[config.mk]
export PLATFORM = sky130hd
export DESIGN_NAME = rca_wb_sequencer
export DESIGN_NICKNAME = d
export VERILOG_FILES = /design/src/rtl/rca_wb_sequencer.sv
export SDC_FILE = /design/constraint.sdc
export NUM_CORES = 1
export LEC_CHECK = 0
export CAP_MARGIN = 40
export CORE_ASPECT_RATIO = 1.4
export CORE_MARGIN = 4
export CORE_UTILIZATION = 45
export DETAILED_ROUTE_END_ITERATION = 6
export PLACE_DENSITY = 0.81
export SYNTH_ARGS = -nofsm -noshare
export SYNTH_HDL_FRONTEND = slang
export SYNTH_SLANG_ARGS = --single-unit
[constraint.sdc]
create_clock -name clk -period 5 [get_ports clk]
set_clock_uncertainty 0.05 [all_clocks]
set_input_delay 1 -clock clk [delete_from_list [all_inputs] [get_ports clk]]
set_output_delay 1 -clock clk [all_outputs]
set_load 0.05 [all_outputs]
[src/rtl/rca_wb_sequencer.sv]
// In-order writeback sequencer for the RCA unit: queues issued use instrs by id, commits the head
// once its grid ports are valid, and shares one registered writeback slot with config completions.
module rca_wb_sequencer #(
   parameter int XLEN            = 32,
   parameter int NUM_WRITE_PORTS = 2,
   parameter int NUM_RCAS        = 4,
   parameter int ID_W            = 3,
   parameter int FIFO_DEPTH      = 4,
   parameter int TIMEOUT         = 1024
) (
   input  logic                              clk,
   input  logic                              rst,
   input  logic                              issue_valid,
   output logic                              issue_ready,
   input  logic                              issue_use,
   input  logic                              issue_fb,
   input  logic [$clog2(NUM_RCAS)-1:0]       issue_rca_sel,
   input  logic [ID_W-1:0]                   issue_id,
   output logic                              head_valid,
   output logic [$clog2(NUM_RCAS)-1:0]       head_rca_sel,
   output logic                              head_fb,
   input  logic [NUM_WRITE_PORTS-1:0]        head_port_mask,
   input  logic [NUM_WRITE_PORTS-1:0]        grid_valid,
   input  logic [NUM_WRITE_PORTS*XLEN-1:0]   grid_data,
   input  logic                              pr_busy,
   input  logic                              flush,
   output logic                              commit,
   output logic                              wb_done,
   output logic [ID_W-1:0]                   wb_id,
   output logic [NUM_WRITE_PORTS*XLEN-1:0]   wb_rd,
   output logic [$clog2(FIFO_DEPTH+1)-1:0]   occupancy,
   output logic                              config_locked,
   output logic                              timeout_err
);

   localparam int SEL_W = $clog2(NUM_RCAS);
   localparam int PTR_W = $clog2(FIFO_DEPTH);
   localparam int OCC_W = $clog2(FIFO_DEPTH + 1);
   localparam int WD_W  = $clog2(TIMEOUT + 1);
   localparam int DW    = NUM_WRITE_PORTS * XLEN;

   logic [ID_W-1:0]  id_mem_r  [FIFO_DEPTH];
   logic [SEL_W-1:0] sel_mem_r [FIFO_DEPTH];
   logic             fb_mem_r  [FIFO_DEPTH];
   logic [PTR_W-1:0] rd_ptr_r;
   logic [PTR_W-1:0] wr_ptr_r;
   logic [OCC_W-1:0] occ_r;
   logic             cfg_pending_r;
   logic [ID_W-1:0]  cfg_id_r;
   logic [WD_W-1:0]  wd_cnt_r;
   logic             timeout_err_r;
   logic             wb_done_r;
   logic [ID_W-1:0]  wb_id_r;
   logic [DW-1:0]    wb_rd_r;

   logic             full_s;
   logic             head_valid_s;
   logic             issue_ready_s;
   logic             push_s;
   logic             cfg_acc_s;
   logic             commit_s;
   logic             stall_s;
   logic [DW-1:0]    commit_data_s;

   // Handshake, commit and stall qualification
   always_comb begin
      full_s        = (occ_r == OCC_W'(FIFO_DEPTH));
      head_valid_s  = (occ_r != {OCC_W{1'b0}});
      issue_ready_s = !flush && !cfg_pending_r && !full_s;
      push_s        = issue_valid && issue_ready_s && issue_use;
      cfg_acc_s     = issue_valid && issue_ready_s && !issue_use;
      commit_s      = head_valid_s && !pr_busy && !flush && (&(grid_valid | ~head_port_mask));
      stall_s       = head_valid_s && !commit_s;
   end

   // Ports the head does not own write back as zero
   always_comb begin
      commit_data_s = {DW{1'b0}};
      for (int i = 0; i < NUM_WRITE_PORTS; i++) begin
         if (head_port_mask[i]) begin
            commit_data_s[i*XLEN +: XLEN] = grid_data[i*XLEN +: XLEN];
         end else begin
            commit_data_s[i*XLEN +: XLEN] = {XLEN{1'b0}};
         end
      end
   end

   // ID FIFO, writeback slot arbitration, pending config and watchdog
   always_ff @(posedge clk) begin
      if (!rst) begin
         for (int i = 0; i < FIFO_DEPTH; i++) begin
            id_mem_r[i]  <= {ID_W{1'b0}};
            sel_mem_r[i] <= {SEL_W{1'b0}};
            fb_mem_r[i]  <= 1'b0;
         end
         rd_ptr_r      <= {PTR_W{1'b0}};
         wr_ptr_r      <= {PTR_W{1'b0}};
         occ_r         <= {OCC_W{1'b0}};
         cfg_pending_r <= 1'b0;
         cfg_id_r      <= {ID_W{1'b0}};
         wd_cnt_r      <= {WD_W{1'b0}};
         timeout_err_r <= 1'b0;
         wb_done_r     <= 1'b0;
         wb_id_r       <= {ID_W{1'b0}};
         wb_rd_r       <= {DW{1'b0}};
      end else if (flush) begin
         rd_ptr_r      <= {PTR_W{1'b0}};
         wr_ptr_r      <= {PTR_W{1'b0}};
         occ_r         <= {OCC_W{1'b0}};
         cfg_pending_r <= 1'b0;
         wd_cnt_r      <= {WD_W{1'b0}};
         timeout_err_r <= 1'b0;
         wb_done_r     <= 1'b0;
         wb_rd_r       <= {DW{1'b0}};
      end else begin
         if (push_s) begin
            id_mem_r[wr_ptr_r]  <= issue_id;
            sel_mem_r[wr_ptr_r] <= issue_rca_sel;
            fb_mem_r[wr_ptr_r]  <= issue_fb;
            wr_ptr_r            <= wr_ptr_r + PTR_W'(1);
         end else begin
            wr_ptr_r <= wr_ptr_r;
         end

         if (commit_s) begin
            rd_ptr_r <= rd_ptr_r + PTR_W'(1);
         end else begin
            rd_ptr_r <= rd_ptr_r;
         end

         case ({push_s, commit_s})
            2'b10:   occ_r <= occ_r + OCC_W'(1);
            2'b01:   occ_r <= occ_r - OCC_W'(1);
            default: occ_r <= occ_r;
         endcase

         // Commit outranks any config; a config that loses waits in cfg_pending
         if (commit_s) begin
            wb_done_r <= 1'b1;
            wb_id_r   <= id_mem_r[rd_ptr_r];
            wb_rd_r   <= commit_data_s;
            if (cfg_acc_s) begin
               cfg_pending_r <= 1'b1;
               cfg_id_r      <= issue_id;
            end else begin
               cfg_pending_r <= cfg_pending_r;
            end
         end else if (cfg_pending_r) begin
            wb_done_r     <= 1'b1;
            wb_id_r       <= cfg_id_r;
            wb_rd_r       <= {DW{1'b0}};
            cfg_pending_r <= 1'b0;
         end else if (cfg_acc_s) begin
            wb_done_r <= 1'b1;
            wb_id_r   <= issue_id;
            wb_rd_r   <= {DW{1'b0}};
         end else begin
            wb_done_r <= 1'b0;
            wb_rd_r   <= {DW{1'b0}};
         end

         if (commit_s) begin
            wd_cnt_r <= {WD_W{1'b0}};
         end else if (stall_s && (wd_cnt_r != WD_W'(TIMEOUT))) begin
            wd_cnt_r <= wd_cnt_r + WD_W'(1);
         end else begin
            wd_cnt_r <= wd_cnt_r;
         end

         if (stall_s && (wd_cnt_r == WD_W'(TIMEOUT - 1))) begin
            timeout_err_r <= 1'b1;
         end else begin
            timeout_err_r <= timeout_err_r;
         end
      end
   end

   assign issue_ready   = issue_ready_s;
   assign head_valid    = head_valid_s;
   assign head_rca_sel  = sel_mem_r[rd_ptr_r];
   assign head_fb       = fb_mem_r[rd_ptr_r];
   assign commit        = commit_s;
   assign wb_done       = wb_done_r;
   assign wb_id         = wb_id_r;
   assign wb_rd         = wb_rd_r;
   assign occupancy     = occ_r;
   assign config_locked = head_valid_s;
   assign timeout_err   = timeout_err_r;

endmodule

==> key figures <==
Detailed routing
  – Drt wl/cell: 16.1 um
  – Antenna viol nets, final: 0
  – Via density: 5.01
  – Via count: 3288
  – DRC Markers: 0
  – DRT iter0 DRCs: 108
  – First-pass iteration count of the detailed router: 4
  – Routed Wire Length: 10600 um

Status
  – Outcome: complete, no violations

Timing
  – Fin crit period: approximately 4.2 ns
  – Final hold vios: 0
  – Crit share post-route: 84.9%
  – Final-report max-slew violation count: 0
  – Tightest Pin Transition: 0.927 ns
  – Final Setup Violations: 0
  – Final hold slack: 0.409 ns
  – RSZ-0062 raised after global routing: no
  – TNS Setup: 0 ns
  – Slew headroom: 37.9%
  – Fmax: 0.235 GHz

Critical path
  – Critical Path End Type: primary output
  – CP Launch Type: input pin
  – Max stage delay cell, worst path: clkdlybuf4s50_1
  – WP buf/inv: 3
  – Worst-path cell chain: clkdlybuf4s50_1 -> nor2_1 -> nand4_4 -> inv_2 -> clkdlybuf4s50_1
  – Most frequent CP cell: clkdlybuf4s50_1
  – Largest stage delay, worst path: 0.84 ns
  – Crit Path Class: input pin to primary output
  – Worst Path Arrival: 3.20 ns
  – Critical Path RT: 3.95 ns
  – Worst-path fanout max: 10
  – Cell family with most CP delay: buffers and inverters

Place
  – DP Wirelength: 7890 um
  – PortBufs: roughly 160
  – Placed Cells: 624
  – GP Congestion: 0.831

Synth
  – Yosys reg bits: 117
  – Largest family of logic cells by synthesized area: simple AND/OR/NAND/NOR gates
  – Main area contributors after synthesis: dfxtp_1 45%, edfxtp_1 15%, and2_1 12%
  – Syn Std Cell Area: 0.00429 sq mm
  – Syn Nets: ~460
  – Mux share of post-synthesis cell area: 3.85%
  – Compound-Gate Fraction of Synth Area: 6.32%
  – Cells after synthesis: between 300 and 400
  – Ys Warns: 0
  – Synth Area in Simple Gates: 24.0%
  – Async S/R FF share, synth: 0%
  – Leading area contributor after synthesis: dfxtp_1
  – Post-synth EDFFs: 21
  – Sequential share of the synthesized area: 59.5%
  – Number of distinct library cells after synthesis: 52
  – Post-synth top flop: dfxtp_1
  – Share of the synthesized area in the top cell type: 44.8%
  – Syn Area/Cell: 11.6 sq um
  – Xor and xnor fraction of the mapped netlist area: about 2.0%
  – Adder-Cell Fraction of Synth Area: 1.34%

Cells and area
  – Area of the multi-input gates: ~0.0016 sq mm
  – Layout cell share with drive strength beyond 1: 11.5%
  – Post-layout util: 71.5%
  – Cell Count, Final, Fillers Out: 656
  – Leading cell type in the layout, fill and taps excluded: clkdlybuf4s50_1
  – Layout area overhead: 52.9%
  – FF+latch area: 0.00255 sq mm
  – Commonest cells after routing, fill and taps aside: 158 x clkdlybuf4s50_1, 96 x dfxtp_1, 79 x and2_1
  – Layout fillers: ~650
  – Final layout net count: 620
  – Diodes inserted: 0

Power and ir drop
  – Static leakage: between 2 and 3 nW
  – Max IR drop VDD: 0.285 mV
  – PwrDens: 355 mW/mm^2

Global routing
  – Congestion Overflow GR: 0
  – First-pass GRT wire length: 16700 um
  – Vias in the first global route: 3334
  – Global Route Usage Sum: 19.5%
  – Largest net degree at the start of global routing: 33
  – Initial antenna violation count: 0

Clock tree
  – Count of hold-fix buffers inserted at cts: 0
  – H-tree levels: 4
  – Max clock buf depth: 2
  – Clock root buffer: clkbuf_16
  – Postcts setup bufs: 0
  – Clk pin slew, worst setup/hold paths: 0.05 ns
  – CTS buffer count: 17
  – Post_cts resized: 0
  – Latest clock arrival within the worst-skew pair: about 0.40 ns
  – Clock sinks: approximately 120
  – CTS tree: yes

Floorplan
  – Core area: ~0.0092 sq mm
  – DIE AREA: 0.0112 sq mm
  – IO Pins: 159
  – Die height: ~120 um
  – Cell row count: 41
  – Initial Utilization: 46.8%
  – Die X-Extent: 90.5 um

Job
  – Maxcap violations: 0

Hold path
  – Hold Path Class: flop to flop
==> layer usage <==
| layer | routed length, um | global-route usage [%] | vias to the layer above |
|---|---|---|---|
| li1 | - | - | 1579 |
| met2 | 5620 | 35.1 | 156 |
| met1 | 3870 | 20.0 | 1533 |
| met4 | 252 | 8.72 | 0 |
| met3 | 849 | 7.55 | 20 |
| met5 | 0 | 0 | - |
==> through the flow <==
stage	cell area, sq um	total power, mW	worst slack [ns]
finish	6570	2.33	0.754
CTS	6570	2.35	0.742
global route	6570	2.41	0.622
global placement	5930	1.11	0.792
floorplan	4290	1.03	1.92
detailed placement	5950	1.11	0.749
==> final timing paths <==
check	end	cells after the start	from	slack (ns)
max reg2reg	occupancy[2]	10	occupancy[2]	2.40
min reg2reg	fb_mem_r[2]	2	fb_mem_r[2]	0.41
min	fb_mem_r[2]	2	fb_mem_r[2]	0.41
max	commit	5	flush	0.75
==> worst min-delay path: stages, from the launching register on <==
cell,delay [ns]
dfxtp_1,0.30
nand2_1,0.06
o21ai_1,0.05
==> cell type report <==
class,count,share of cell area [%]
well taps,107,2.04
flip-flops and latches,117,38.9
repair buffers,162,24.6
clock inverters,12,2.25
multi-input cells,229,24.6
inverters,9,0.515
clock buffers,20,7.13
==> registers in the layout (all words and copies together) (netlist names), named ones only <==
register	cells
timeout_err	1
wr_ptr_r	2
occupancy	3
wb_rd	64
cfg_pending_r	1
id_mem_r	12
wb_id	3
rd_ptr_r	2
wb_done	1
cfg_id_r	3
sel_mem_r	8
wd_cnt_r	11
fb_mem_r	4
==> power breakdown <==
group          leakage [nW]  internal [mW]  switching (mW)
Sequential            0.988          0.969         0.00353
Combinational          1.24         0.0737          0.0499
Clock                 0.306          0.825           0.413
==> synth_stat cells (2+ instances only) <==
library cell / number
xnor2_1: 2
nand4_1: 5
and3_1: 8
and2_2: 6
inv_1: 7
buf_2: 9
and2_1: 79
dfxtp_1: 96
xor2_1: 8
nor4_1: 2
nand3b_1: 2
nand2b_1: 7
buf_6: 2
edfxtp_1: 21
nand3_1: 3
o31ai_1: 2
clkbuf_1: 3
a211oi_1: 3
a31oi_1: 3
a21oi_1: 7
buf_4: 2
nor2_1: 20
mux2i_1: 3
ha_1: 3
nand2_1: 19
inv_2: 2
and2b_2: 3
mux4_2: 6
nor2b_1: 5
o21ai_0: 7
and3b_1: 2
o211a_1: 2
o32ai_1: 3
==> kinds of logic (layout without fill, tap and decap cells) <==
logic type,Yosys count,count (layout)
flip-flops,117,117
adder cells (fa/ha/maj),4,4
AO/OA/AOI/OAI,36,36
multiplexers,9,9
XOR/XNOR,10,10
AND/OR/NAND/NOR,170,170
buffers and inverters,25,203
Note: power is estimated with default switching activity, not from simulation.
==> patch 1, RTL diff (config.mk and constraints unchanged) <==
Put one more register stage on the output `timeout_err`. The value now appears one clock later. The other outputs are not delayed to match.
--- a/src/rtl/rca_wb_sequencer.sv
+++ b/src/rtl/rca_wb_sequencer.sv
@@ -187,3 +187,5 @@
    assign config_locked = head_valid_s;
-   assign timeout_err   = timeout_err_r;
+   always_ff @(posedge clk) begin
+      timeout_err <= timeout_err_r;
+   end
 
Function: no difference found for any inputs over 4 cycles, from zero or initial values and one cycle with rst low; that may be too few to reach the edited logic, so the function may still have changed.
==> patch 1 against the unedited design <==
- core utilization is 1.5 points lower
- final cell count is 0.46% higher
- area after synthesis is 0.47% higher
- sequential cell count is 1 higher
- power is 1.5% higher
- design area is 0.32% higher
- worst setup slack better by 0.0040 ns
- wire length is 1.9% higher
- highest routed layer unchanged
- sequential share of layout area is 0.18 points higher
- first-iteration DRC count is 20% lower
==> patch 1: results <==
export IMPL_leakage_nw=2.540
export IMPL_hp_class="flop to flop"
export IMPL_synth_common_cells="dfxtp_1, and2_1, edfxtp_1"
export IMPL_rrSetupSlack_ns=2.33
export IMPL_firstDrtPassIters=4
export IMPL_diodes=0
export IMPL_worst_skew_pair_late_latency_ns=0.40
export IMPL_first_iter_violations=86
export IMPL_cpPeakStageDelay_ns=0.85
export IMPL_ys_async_sr_fraction_pct=0
export IMPL_hpwl_mm=8.131
export IMPL_synth_xor_area_share_pct=2.031
export IMPL_use_met2_pct=35.13
export IMPL_antenna_found_initial=0
export IMPL_status="finished clean"
export IMPL_synth_compound_area_share_pct=6.295
export IMPL_drt_total_wl_mm=10.79
export IMPL_ys_top_cells_by_area="dfxtp_1, edfxtp_1, and2_1, mux4_2, nor2_1"
export IMPL_io_buffer_count=158
export IMPL_grtUsageMet3_pct=7.553
export IMPL_grt_usage_pct=19.48
export IMPL_grt_pass1_vias=3218
export IMPL_yosysSeqAreaShare_pct=59.65
export IMPL_h_tree_depth=4
export IMPL_fillers=651
export IMPL_slowest_stage="clkdlybuf4s50_1"
export IMPL_cts_buffers_inserted=17
export IMPL_synthFlopType="dfxtp_1"
export IMPL_yosys_warnings=0
export IMPL_clk_pin_slew_ns=0.05
export IMPL_synth_adder_area_share_pct=1.334
export IMPL_num_nets_final=620
export IMPL_cts_repair_resized=0
export IMPL_ir_drop_mv=0.2260
export IMPL_ys_types=52
export IMPL_grt_max_degree=33
export IMPL_gp_congestion=0.8086
export IMPL_postCtsSetupRepairBufs=0
export IMPL_syn_num_nets=456
export IMPL_cts_root_buf="clkbuf_16"
export IMPL_globalRouteMet1Util_pct=20.94
export IMPL_relSlewSlack_pct=41.60
export IMPL_vias_per_cell=4.998
export IMPL_grt_pass1_wl_mm=16.68
export IMPL_largest_reg_flops=64
export IMPL_drive_above_1_share_pct=11.29
export IMPL_path_max_fanout=10
export IMPL_muxShareOfSynthArea_pct=3.829
export IMPL_clock_path_buffers=2
export IMPL_row_count=42
export IMPL_cp_arrival_ns=3.19
export IMPL_synth_edf_count=21
## patch 1: area by class of cell
type                            instances  share of cell area (%)
Tap cell                              110                   2.090
Clock buffer                           18                   6.516
Clock inverter                         14                   3.021
Sequential cell                       118                   39.06
Multi-Input combinational cell        229                   24.49
Inverter                                9                  0.5129
Timing Repair Buffer                  161                   24.32
## patch 1: per-stage QoR
step | util [%] | cell area [um2] | worst slack, ns | hold WS, ns | std cells
floorplan | - | 4313 | 1.918 | 0.2806 | 372
global placement | 63.29 | 5953 | 0.8030 | 0.2887 | 626
detailed placement | 63.34 | 5958 | 0.7775 | 0.2967 | 627
CTS | 70.02 | 6586 | 0.7675 | 0.3069 | 659
global route | 70.02 | 6586 | 0.5923 | 0.3179 | 659
finish | 70.02 | 6586 | 0.7577 | 0.3071 | 659
## patch 1: worst paths after layout
kind                            cells past startpoint          start            to
worst max-delay path                                5          flush        commit
worst min-delay path                                0  timeout_err_r   timeout_err
worst max register to register                     10   occupancy[2]  occupancy[2]
worst min register to register                      0  timeout_err_r   timeout_err
## patch 1: where the power goes
part / internal (mW) / switching [mW]
Clock: 0.840 / 0.424
Sequential: 0.976 / 0.00362
Combinational: 0.0737 / 0.0504
Total: 1.89 / 0.478
## patch 1: per-layer routing
| layer | share of wire, % | wire length (um) | vias to the layer above |
|---|---|---|---|
| met2 | 52 | 5609 | 144 |
| met1 | 40 | 4277 | 1552 |
| met3 | 7.0 | 759 | 8 |
| met5 | 0 | 0 | - |
| met4 | 1.3 | 140 | 0 |
| li1 | - | - | 1590 |
## patch 1: critical path, delay by kind of cell
kind                   cells  cell delay [ns]
and+or+nand+nor            2             0.53
buffers and inverters      3             1.66
==> patch 2, RTL diff (same flow settings) <==
Made on the original files. `TIMEOUT`: 1024 -> 512.
--- a/src/rtl/rca_wb_sequencer.sv
+++ b/src/rtl/rca_wb_sequencer.sv
@@ -8,3 +8,3 @@
    parameter int FIFO_DEPTH      = 4,
-   parameter int TIMEOUT         = 1024
+   parameter int TIMEOUT         = 512
 ) (
Check against the original RTL: no difference found for any inputs over 4 cycles, from zero or initial values and one cycle with rst low; that may be too few to reach the edited logic, so the function may still have changed.
==> patch 2 against the unedited design <==
- wire length is 6.9% higher
- power decreased by 3.2%
- worst setup slack improved by 0.023 ns
- die area is 0.35% lower
- synthesized cell count grew 3.2%
- area after synthesis fell by 0.38%
- design area down 0.46%
- sequential cell count fell by 1
- largest power group unchanged
- highest routed layer unchanged
==> patch 2: results <==
export IMPL_worst_skew_pair_late_latency_ns=0.40
export IMPL_cp_arrival_ns=3.17
export IMPL_drive_above_1_share_pct=9.804
export IMPL_gp_congestion=0.8347
export IMPL_path_max_fanout=13
export IMPL_drt_total_wl_mm=11.32
export IMPL_rrSetupSlack_ns=2.21
export IMPL_ir_drop_mv=0.2761
export IMPL_leakage_nw=2.436
export IMPL_grt_pass1_wl_mm=17.30
export IMPL_yosysSeqAreaShare_pct=59.22
export IMPL_worstMarginPinSlew_ns=0.8369
export IMPL_vias_per_cell=5.096
export IMPL_grt_usage_pct=20.47
export IMPL_ys_types=48
export IMPL_ys_async_sr_fraction_pct=0
export IMPL_yosys_warnings=0
export IMPL_clk_pin_slew_ns=0.05
export IMPL_synth_common_cells="dfxtp_1, and2_1, edfxtp_1"
export IMPL_ys_top_cells_by_area="dfxtp_1, edfxtp_1, and2_1, mux4_2, a21oi_1"
export IMPL_hpwl_mm=8.469
export IMPL_rr_worst_depth=8
export IMPL_num_nets_final=632
export IMPL_grt_pass1_vias=3460
export IMPL_syn_num_nets=467
export IMPL_status="finished clean"
export IMPL_first_iter_violations=181
==> patch 2: cell types whose count changed after synthesis, sizes merged, moves of 3 or more <==
cell	delta
or3	+3
nor4	+3
a21oi	+7
buf	-8
and3	-4
nand2	-6
nor2b	-3
or4	+3
clkbuf	+8
xor2	-5
inv	+6
nand3	+8
nor2	-3
==> patch 2: cells by family (layout without fill, tap and decap cells) <==
group	after synthesis	count (layout)	share of synthesized area [%]
adder cells (fa/ha/maj)	4	4	1.346
multiplexers	11	11	4.330
flip-flops	116	116	59.22
AO/OA/AOI/OAI	42	42	6.232
buffers and inverters	31	209	3.218
XOR/XNOR	5	5	1.024
AND/OR/NAND/NOR	174	174	24.63
==> patch 2: how the worst max path moves through the flow <==
stage | startpoint | to | slack, ns | depth (start not counted)
floorplan | occupancy[0] | occupancy[2] | 1.82 | 10
global placement | flush | commit | 0.83 | 6
detailed placement | flush | commit | 0.78 | 6
CTS | flush | commit | 0.78 | 6
global route | flush | commit | 0.63 | 6
finish | flush | commit | 0.78 | 6
==> patch 2: layout make-up <==
type                            instances  area, um2
Clock buffer                           21      493.0
Clock inverter                         11      96.34
Fill cell                             649       2596
Inverter                               15      56.30
Multi-Input combinational cell        236       1607
Sequential cell                       116       2532
Tap cell                              107      133.9
Timing Repair Buffer                  162       1617
==> patch 2: worst max-delay path, delay by kind of cell <==
kind | cells | cell delay (ns)
AND/OR/NAND/NOR | 2 | 0.43
buffers and inverters | 4 | 1.74
==> patch 2: power by group <==
part           switching, mW  internal (mW)  leakage [nW]
Clock                  0.419          0.753         0.286
Sequential           0.00362          0.960         0.983
Combinational         0.0502         0.0729          1.17
Total                  0.473           1.79          2.44
==> patch 2: per-layer routing <==
metal  routed length (um)  track usage [%]  vias to the layer above
met1                 3883            19.96                     1599
li1                     -                -                     1639
met4                  247            9.770                        0
met3                  920            8.704                       19
met5                    0                0                        -
met2                 6264            37.40                      147
==> patch 2: stage by stage <==
step	setup slack [ns]	hold slack, ns	cell area, um2	std cells
after floorplan	1.817	0.3897	4277	383
after CTS	0.7794	0.4334	6530	667
after global routing	0.6340	0.4588	6535	668
after global placement	0.8297	0.4055	5926	634
final	0.7767	0.4296	6535	668
after detailed placement	0.7818	0.4130	5941	635
